`src/rtl/dff_pkg.sv`:
```
// Shared definitions for the universal register family: mode encodings.
// No logic, no latency; nothing here carries flow control.
// Shared by dff_ureg and its next-state function.
package dff_pkg;

    typedef logic [2:0] mode_t;

    localparam mode_t MODE_HOLD = 3'd0;
    localparam mode_t MODE_LOAD = 3'd1;
    localparam mode_t MODE_SHL  = 3'd2;
    localparam mode_t MODE_SHR  = 3'd3;
    localparam mode_t MODE_ROTL = 3'd4;
    localparam mode_t MODE_ROTR = 3'd5;
    localparam mode_t MODE_INC  = 3'd6;
    localparam mode_t MODE_DEC  = 3'd7;

endpackage

```
`src/rtl/dff_ureg_next.sv`:
```
// Next-state function for dff_ureg: load, shift, rotate and up/down count.
// Purely combinational, zero latency; no flow control.
// Shifts are written with operators instead of slices so that WIDTH=1 stays legal.
module dff_ureg_next
    import dff_pkg::*;
#(
    parameter int WIDTH = 8,
    parameter bit SAT   = 1'b0
) (
    input  logic [WIDTH-1:0] q,
    input  logic             cout,
    input  mode_t            mode,
    input  logic [WIDTH-1:0] d,
    input  logic             sin,
    output logic [WIDTH-1:0] nxt_q,
    output logic             nxt_cout
);

    logic [WIDTH-1:0] sin_w;
    logic             all_ones;
    logic             all_zero;

    assign sin_w    = WIDTH'(sin);
    assign all_ones = &q;
    assign all_zero = ~|q;

    always_comb begin
        nxt_q    = q;
        nxt_cout = cout;
        case (mode)
            MODE_HOLD: begin
                nxt_q    = q;
                nxt_cout = cout;
            end
            MODE_LOAD: begin
                nxt_q    = d;
                nxt_cout = 1'b0;
            end
            MODE_SHL: begin
                nxt_q    = (q << 1) | sin_w;
                nxt_cout = q[WIDTH-1];
            end
            MODE_SHR: begin
                nxt_q    = (q >> 1) | (sin_w << (WIDTH - 1));
                nxt_cout = q[0];
            end
            MODE_ROTL: begin
                nxt_q    = (q << 1) | (q >> (WIDTH - 1));
                nxt_cout = q[WIDTH-1];
            end
            MODE_ROTR: begin
                nxt_q    = (q >> 1) | (q << (WIDTH - 1));
                nxt_cout = q[0];
            end
            // Saturating variants pin q at the boundary but still flag the carry/borrow.
            MODE_INC: begin
                nxt_q    = (SAT && all_ones) ? q : q + WIDTH'(1);
                nxt_cout = all_ones;
            end
            MODE_DEC: begin
                nxt_q    = (SAT && all_zero) ? q : q - WIDTH'(1);
                nxt_cout = all_zero;
            end
            default: begin
                nxt_q    = q;
                nxt_cout = cout;
            end
        endcase
    end

endmodule

```
`src/rtl/dff_ureg.sv`:
```
// WIDTH-bit universal register: async reset, sync clear/set, enable-gated mode ops.
// One cycle from inputs to q/cout; q_n is combinational from q.
// No backpressure: every enabled edge commits the selected operation.
module dff_ureg
    import dff_pkg::*;
#(
    parameter int               WIDTH     = 8,
    parameter logic [WIDTH-1:0] RESET_VAL = '0,
    parameter bit               SAT       = 1'b0
) (
    input  logic             clk,
    input  logic             r,
    input  logic             clr,
    input  logic             s,
    input  logic             en,
    input  mode_t            mode,
    input  logic [WIDTH-1:0] d,
    input  logic             sin,
    output logic [WIDTH-1:0] q,
    output logic [WIDTH-1:0] q_n,
    output logic             cout
);

    logic [WIDTH-1:0] q_q, q_d;
    logic             cout_q, cout_d;
    logic [WIDTH-1:0] op_q;
    logic             op_cout;

    dff_ureg_next #(
        .WIDTH (WIDTH),
        .SAT   (SAT)
    ) u_next (
        .q        (q_q),
        .cout     (cout_q),
        .mode     (mode),
        .d        (d),
        .sin      (sin),
        .nxt_q    (op_q),
        .nxt_cout (op_cout)
    );

    // clr wins over s; en only gates the mode operation.
    always_comb begin
        q_d    = q_q;
        cout_d = cout_q;
        if (clr) begin
            q_d    = '0;
            cout_d = 1'b0;
        end else if (s) begin
            q_d    = '1;
            cout_d = 1'b0;
        end else if (en) begin
            q_d    = op_q;
            cout_d = op_cout;
        end
    end

    always_ff @(posedge clk or posedge r) begin
        if (r) begin
            q_q    <= RESET_VAL;
            cout_q <= 1'b0;
        end else begin
            q_q    <= q_d;
            cout_q <= cout_d;
        end
    end

    assign q    = q_q;
    assign q_n  = ~q_q;
    assign cout = cout_q;

endmodule

```
`config.mk`:
```
export PLATFORM = sky130hd
export DESIGN_NAME = dff_ureg
export DESIGN_NICKNAME = d
export VERILOG_FILES = /design/src/rtl/dff_pkg.sv /design/src/rtl/dff_ureg_next.sv /design/src/rtl/dff_ureg.sv
export SDC_FILE = /design/constraint.sdc
export NUM_CORES = 1
export LEC_CHECK = 0
export CAP_MARGIN = 25
export CORE_UTILIZATION = 43
export CTS_CLUSTER_DIAMETER = 80
export DETAILED_ROUTE_END_ITERATION = 6
export PLACE_DENSITY = 0.75
export SLEW_MARGIN = 10
export SYNTH_ARGS = -nofsm -noshare
export SYNTH_HDL_FRONTEND = slang
export SYNTH_SLANG_ARGS = --single-unit
export TNS_END_PERCENT = 50
```
`constraint.sdc`:
```
create_clock -name clk -period 2.36 [get_ports clk]
set_input_delay 0.59 -clock clk [delete_from_list [all_inputs] [get_ports clk]]
set_output_delay 0.59 -clock clk [all_outputs]
set_load 0.01 [all_outputs]
```
==> impl_metrics.json <==
{
  "status": "complete, no violations",
  "cts_tree": "done",
  "placementRows": 17,
  "crit_end": "q[4]$_DFFE_PP0P_",
  "cp_data_arrival_time_ns": 2.47,
  "first_pass_grt_wire_length_um": 5471,
  "grt_usage_pct": 27.88,
  "core-area_um2": 2255,
  "critical_path.max_fanout": 5,
  "switching_power_uw": 241.5,
  "synth_sequential_area_ratio_pct": 21.35,
  "timing_max_transition_violations_final": 0,
  "report.final.setup_viol": 0,
  "yosys.area_share.simple_pct": 27.05,
  "finalHoldViolCount": 0,
  "power.ir.vdd_worst_v": 0.0002734,
  "drc_markers": 0,
  "asyncSetResetFlopFracSynth_pct": 100.0,
  "synth_top_area_cell": "sky130_fd_sc_hd__dfrtp_1",
  "fill_cells": 213,
  "power-per-cell-area_nw_per_um2": 433.0,
  "power_leakage_nw": 0.5915,
  "via_count_of_the_first_global_routing_pass": 1157,
  "synthDominantCellAreaShare_pct": 21.35,
  "synth_area_um2": 1055,
  "ctsRootBufferMaster": "sky130_fd_sc_hd__clkbuf_4",
  "syn2layout_area_growth_pct": 39.26,
  "syn-mean-instance-area_um2": 7.991,
  "antenna-diode-count": 0,
  "synthXorXnorAreaFrac_pct": 1.661,
  "route.vias.total": 1240,
  "yosysWarnings": 0,
  "worstSetupStartpointType": "input pin",
  "drt_iter0_markers": 42,
  "place_hpwl_um": 2525,
  "min_path_type": "reg -> reg",
  "cts_max_path_buffers": 2,
  "finClkSkew_ns": 0.009395,
  "synthFlopType": "sky130_fd_sc_hd__dfrtp_1",
  "post_cts.repair.setup_buffers": 0,
  "synth_compound_gate_area_share_pct": 30.37,
  "antenna_violating_nets_post_route": 0,
  "final_layout_size_suffix_gt1_share_pct": 16.96,
  "clock_power_share_pct": 20.8,
  "dpl.cell_count": 195,
  "power_uw": 636.0,
  "postRouteWirelength_um": 3450,
  "grt_start_max_net_pins": 18,
  "critPathLaunch": "mode[0]",
  "viasPerCell": 6.231,
  "worst_slew_margin_relative_to_its_limit_pct": 57.05,
  "synth_seq_cells": 9,
  "cell_internal_power_dissipation_uw": 394.4,
  "max_cap_violations": 0,
  "route.detailed.wl_per_inst_um": 17.34,
  "port_buffers": 33,
  "cts_buffers": 3,
  "setup_total_negative_slack_ns": 0,
  "floorplan.initialDensity_pct": 46.78,
  "worst_r2r_startpoint": "q[1]$_DFFE_PP0P_",
  "drt-pass1-iter-count": 4,
  "yosys-top-cells-area": "sky130_fd_sc_hd__dfrtp_1 (21%), sky130_fd_sc_hd__mux2_2 (4.3%), sky130_fd_sc_hd__o31ai_1 (4.3%), sky130_fd_sc_hd__clkbuf_8 (3.9%), sky130_fd_sc_hd__inv_1 (3.9%)",
  "preCtsSetupSlack_ns": -0.1951,
  "timing.final.crit_share_pct": 96.40,
  "power_frac_comb_pct": 47.4,
  "post_synth_mux_area_share_pct": 6.168,
  "syn-num-nets": 150,
  "io_pins": 34,
  "grt-ovfl-total": 0,
  "cts.clk_slew.worst_paths_ns": 0.08,
  "mostFrequentLayoutCell": "sky130_fd_sc_hd__clkdlybuf4s50_1",
  "worst_pin_slew_ns": 0.6421,
  "ctsHtreeMaxLevel": 1,
  "die_x_um": 51.53,
  "mostFrequentLayoutCells": "sky130_fd_sc_hd__clkdlybuf4s50_1 (33), sky130_fd_sc_hd__buf_4 (14), sky130_fd_sc_hd__inv_1 (11), sky130_fd_sc_hd__nand2_1 (10), sky130_fd_sc_hd__dfrtp_1 (9)",
  "holdBufCountCts": 0,
  "criticalPathCategory": "in -> reg",
  "reg2reg_to": "q[4]$_DFFE_PP0P_",
  "rsz0062_at_grt": "false",
  "finish.net_count": 190,
  "synth_edf_count": 0,
  "synth_cell_types": 51,
  "routabilityCongestion": 0.9500,
  "sw_frac_of_total_pct": 37.98,
  "die-area_um2": 2655,
  "power.share.sequential_pct": 31.9,
  "final.min_clock_period_ns": 2.275,
  "clock_latency_of_the_later_clocked_register_in_the_worst_skew_pair_ns": 0.27,
  "synthAdderAreaFrac_pct": 1.186,
  "layout.cells.non_filler": 199,
  "postSynthCellCount": 132,
  "post-route-worst-setup-slack_ns": 0.08494,
  "clock_sink_count": 9,
  "crit_required_ns": 2.56,
  "cts_repair_resize_count": 0,
  "number_of_antenna_violations_at_the_first_check_in_global_routing": 0,
  "dominant_combinational_cell_family_by_area_after_synthesis": "compound AO/OA/AOI/OAI gates",
  "max_freq_mhz": 439.5,
  "ff2ff_setup_slack_ns": 0.53,
  "worst_r2r_path_depth": 5,
  "chipHeight_um": 51.53,
  "crit_path_end_kind": "flop",
  "finalCoreUtilization_pct": 65.15
}
-- worst min path at each step --
stage | from | end | slack [ns] | cells past startpoint
after CTS | cout$_DFFE_PP0P_ | cout$_DFFE_PP0P_ | 0.49 | 2
after global routing | cout$_DFFE_PP0P_ | cout$_DFFE_PP0P_ | 0.55 | 2
after floorplan | r | cout$_DFFE_PP0P_ | 0.42 | 1
after global placement | cout$_DFFE_PP0P_ | cout$_DFFE_PP0P_ | 0.46 | 2
after detailed placement | cout$_DFFE_PP0P_ | cout$_DFFE_PP0P_ | 0.47 | 2
final | cout$_DFFE_PP0P_ | cout$_DFFE_PP0P_ | 0.49 | 2
-- stage by stage --
step	hold WS (ns)	area, µm²
floorplan	0.4179	1055
global placement	0.4617	1438
detailed placement	0.4714	1438
CTS	0.4907	1464
global route	0.5503	1469
finish	0.4864	1469
-- cells in the mapped netlist, types with 3 or more instances --
cell / count
sky130_fd_sc_hd__nor3_1: 6
sky130_fd_sc_hd__a221oi_1: 4
sky130_fd_sc_hd__dfrtp_1: 9
sky130_fd_sc_hd__nand2_1: 10
sky130_fd_sc_hd__clkbuf_1: 6
sky130_fd_sc_hd__inv_1: 11
sky130_fd_sc_hd__mux2_2: 4
sky130_fd_sc_hd__and3_1: 4
sky130_fd_sc_hd__nor4_1: 3
sky130_fd_sc_hd__nor2_1: 5
sky130_fd_sc_hd__nand3_1: 4
sky130_fd_sc_hd__a21oi_1: 8
sky130_fd_sc_hd__clkbuf_8: 3
sky130_fd_sc_hd__nand3b_1: 3
sky130_fd_sc_hd__o31ai_1: 6
sky130_fd_sc_hd__o211ai_1: 3
-- layer usage --
layer / part of all wire [%] / GRT usage [%] / vias to the layer above
li1: - / - / 587
met1: 41 / 36.80 / 569
met2: 47 / 43.29 / 74
met3: 10 / 8.187 / 10
met4: 2.3 / 9.009 / 0
met5: 0 / 0 / -
-- cell type report --
class	count	area (µm²)	share of cell area, %
sequential	9	225.2	15.33
tap	28	35.03	2.385
timing repair buffer	47	435.4	29.64
clock buffer	4	26.28	1.789
inverter	11	41.29	2.811
multi-input combinational	100	705.7	48.04
-- flip-flops by register name, indices dropped and copies added (netlist names) --
| name | flops |
|---|---|
| q | 8 |
| cout | 1 |
-- critical path, cell delays in order --
cell                              delay, ns
sky130_fd_sc_hd__clkdlybuf4s50_1       0.43
sky130_fd_sc_hd__and3_1                0.22
sky130_fd_sc_hd__xnor2_1               0.13
sky130_fd_sc_hd__ha_1                  0.23
sky130_fd_sc_hd__or3_1                 0.41
sky130_fd_sc_hd__a2111o_1              0.37
sky130_fd_sc_hd__o211ai_1              0.09
-- logic make-up after synthesis --
logic type      count (synthesis)
simple gates                   50
compound gates                 41
fa+ha+maj                       1
flops                           9
xor+xnor                        2
buf+inv                        23
mux                             6
-- power by group through the flow --
stage | Sequential (mW) | Combinational (mW) | Clock, mW
2_1_floorplan | 0.197 | 0.165 | 0
3_3_place_gp | 0.204 | 0.292 | 0
3_5_place_dp | 0.205 | 0.294 | 0
4_1_cts | 0.202 | 0.298 | 0.134
5_1_grt | 0.205 | 0.325 | 0.144
6_report | 0.203 | 0.301 | 0.132
Note: power is estimated with default switching activity, not from simulation.
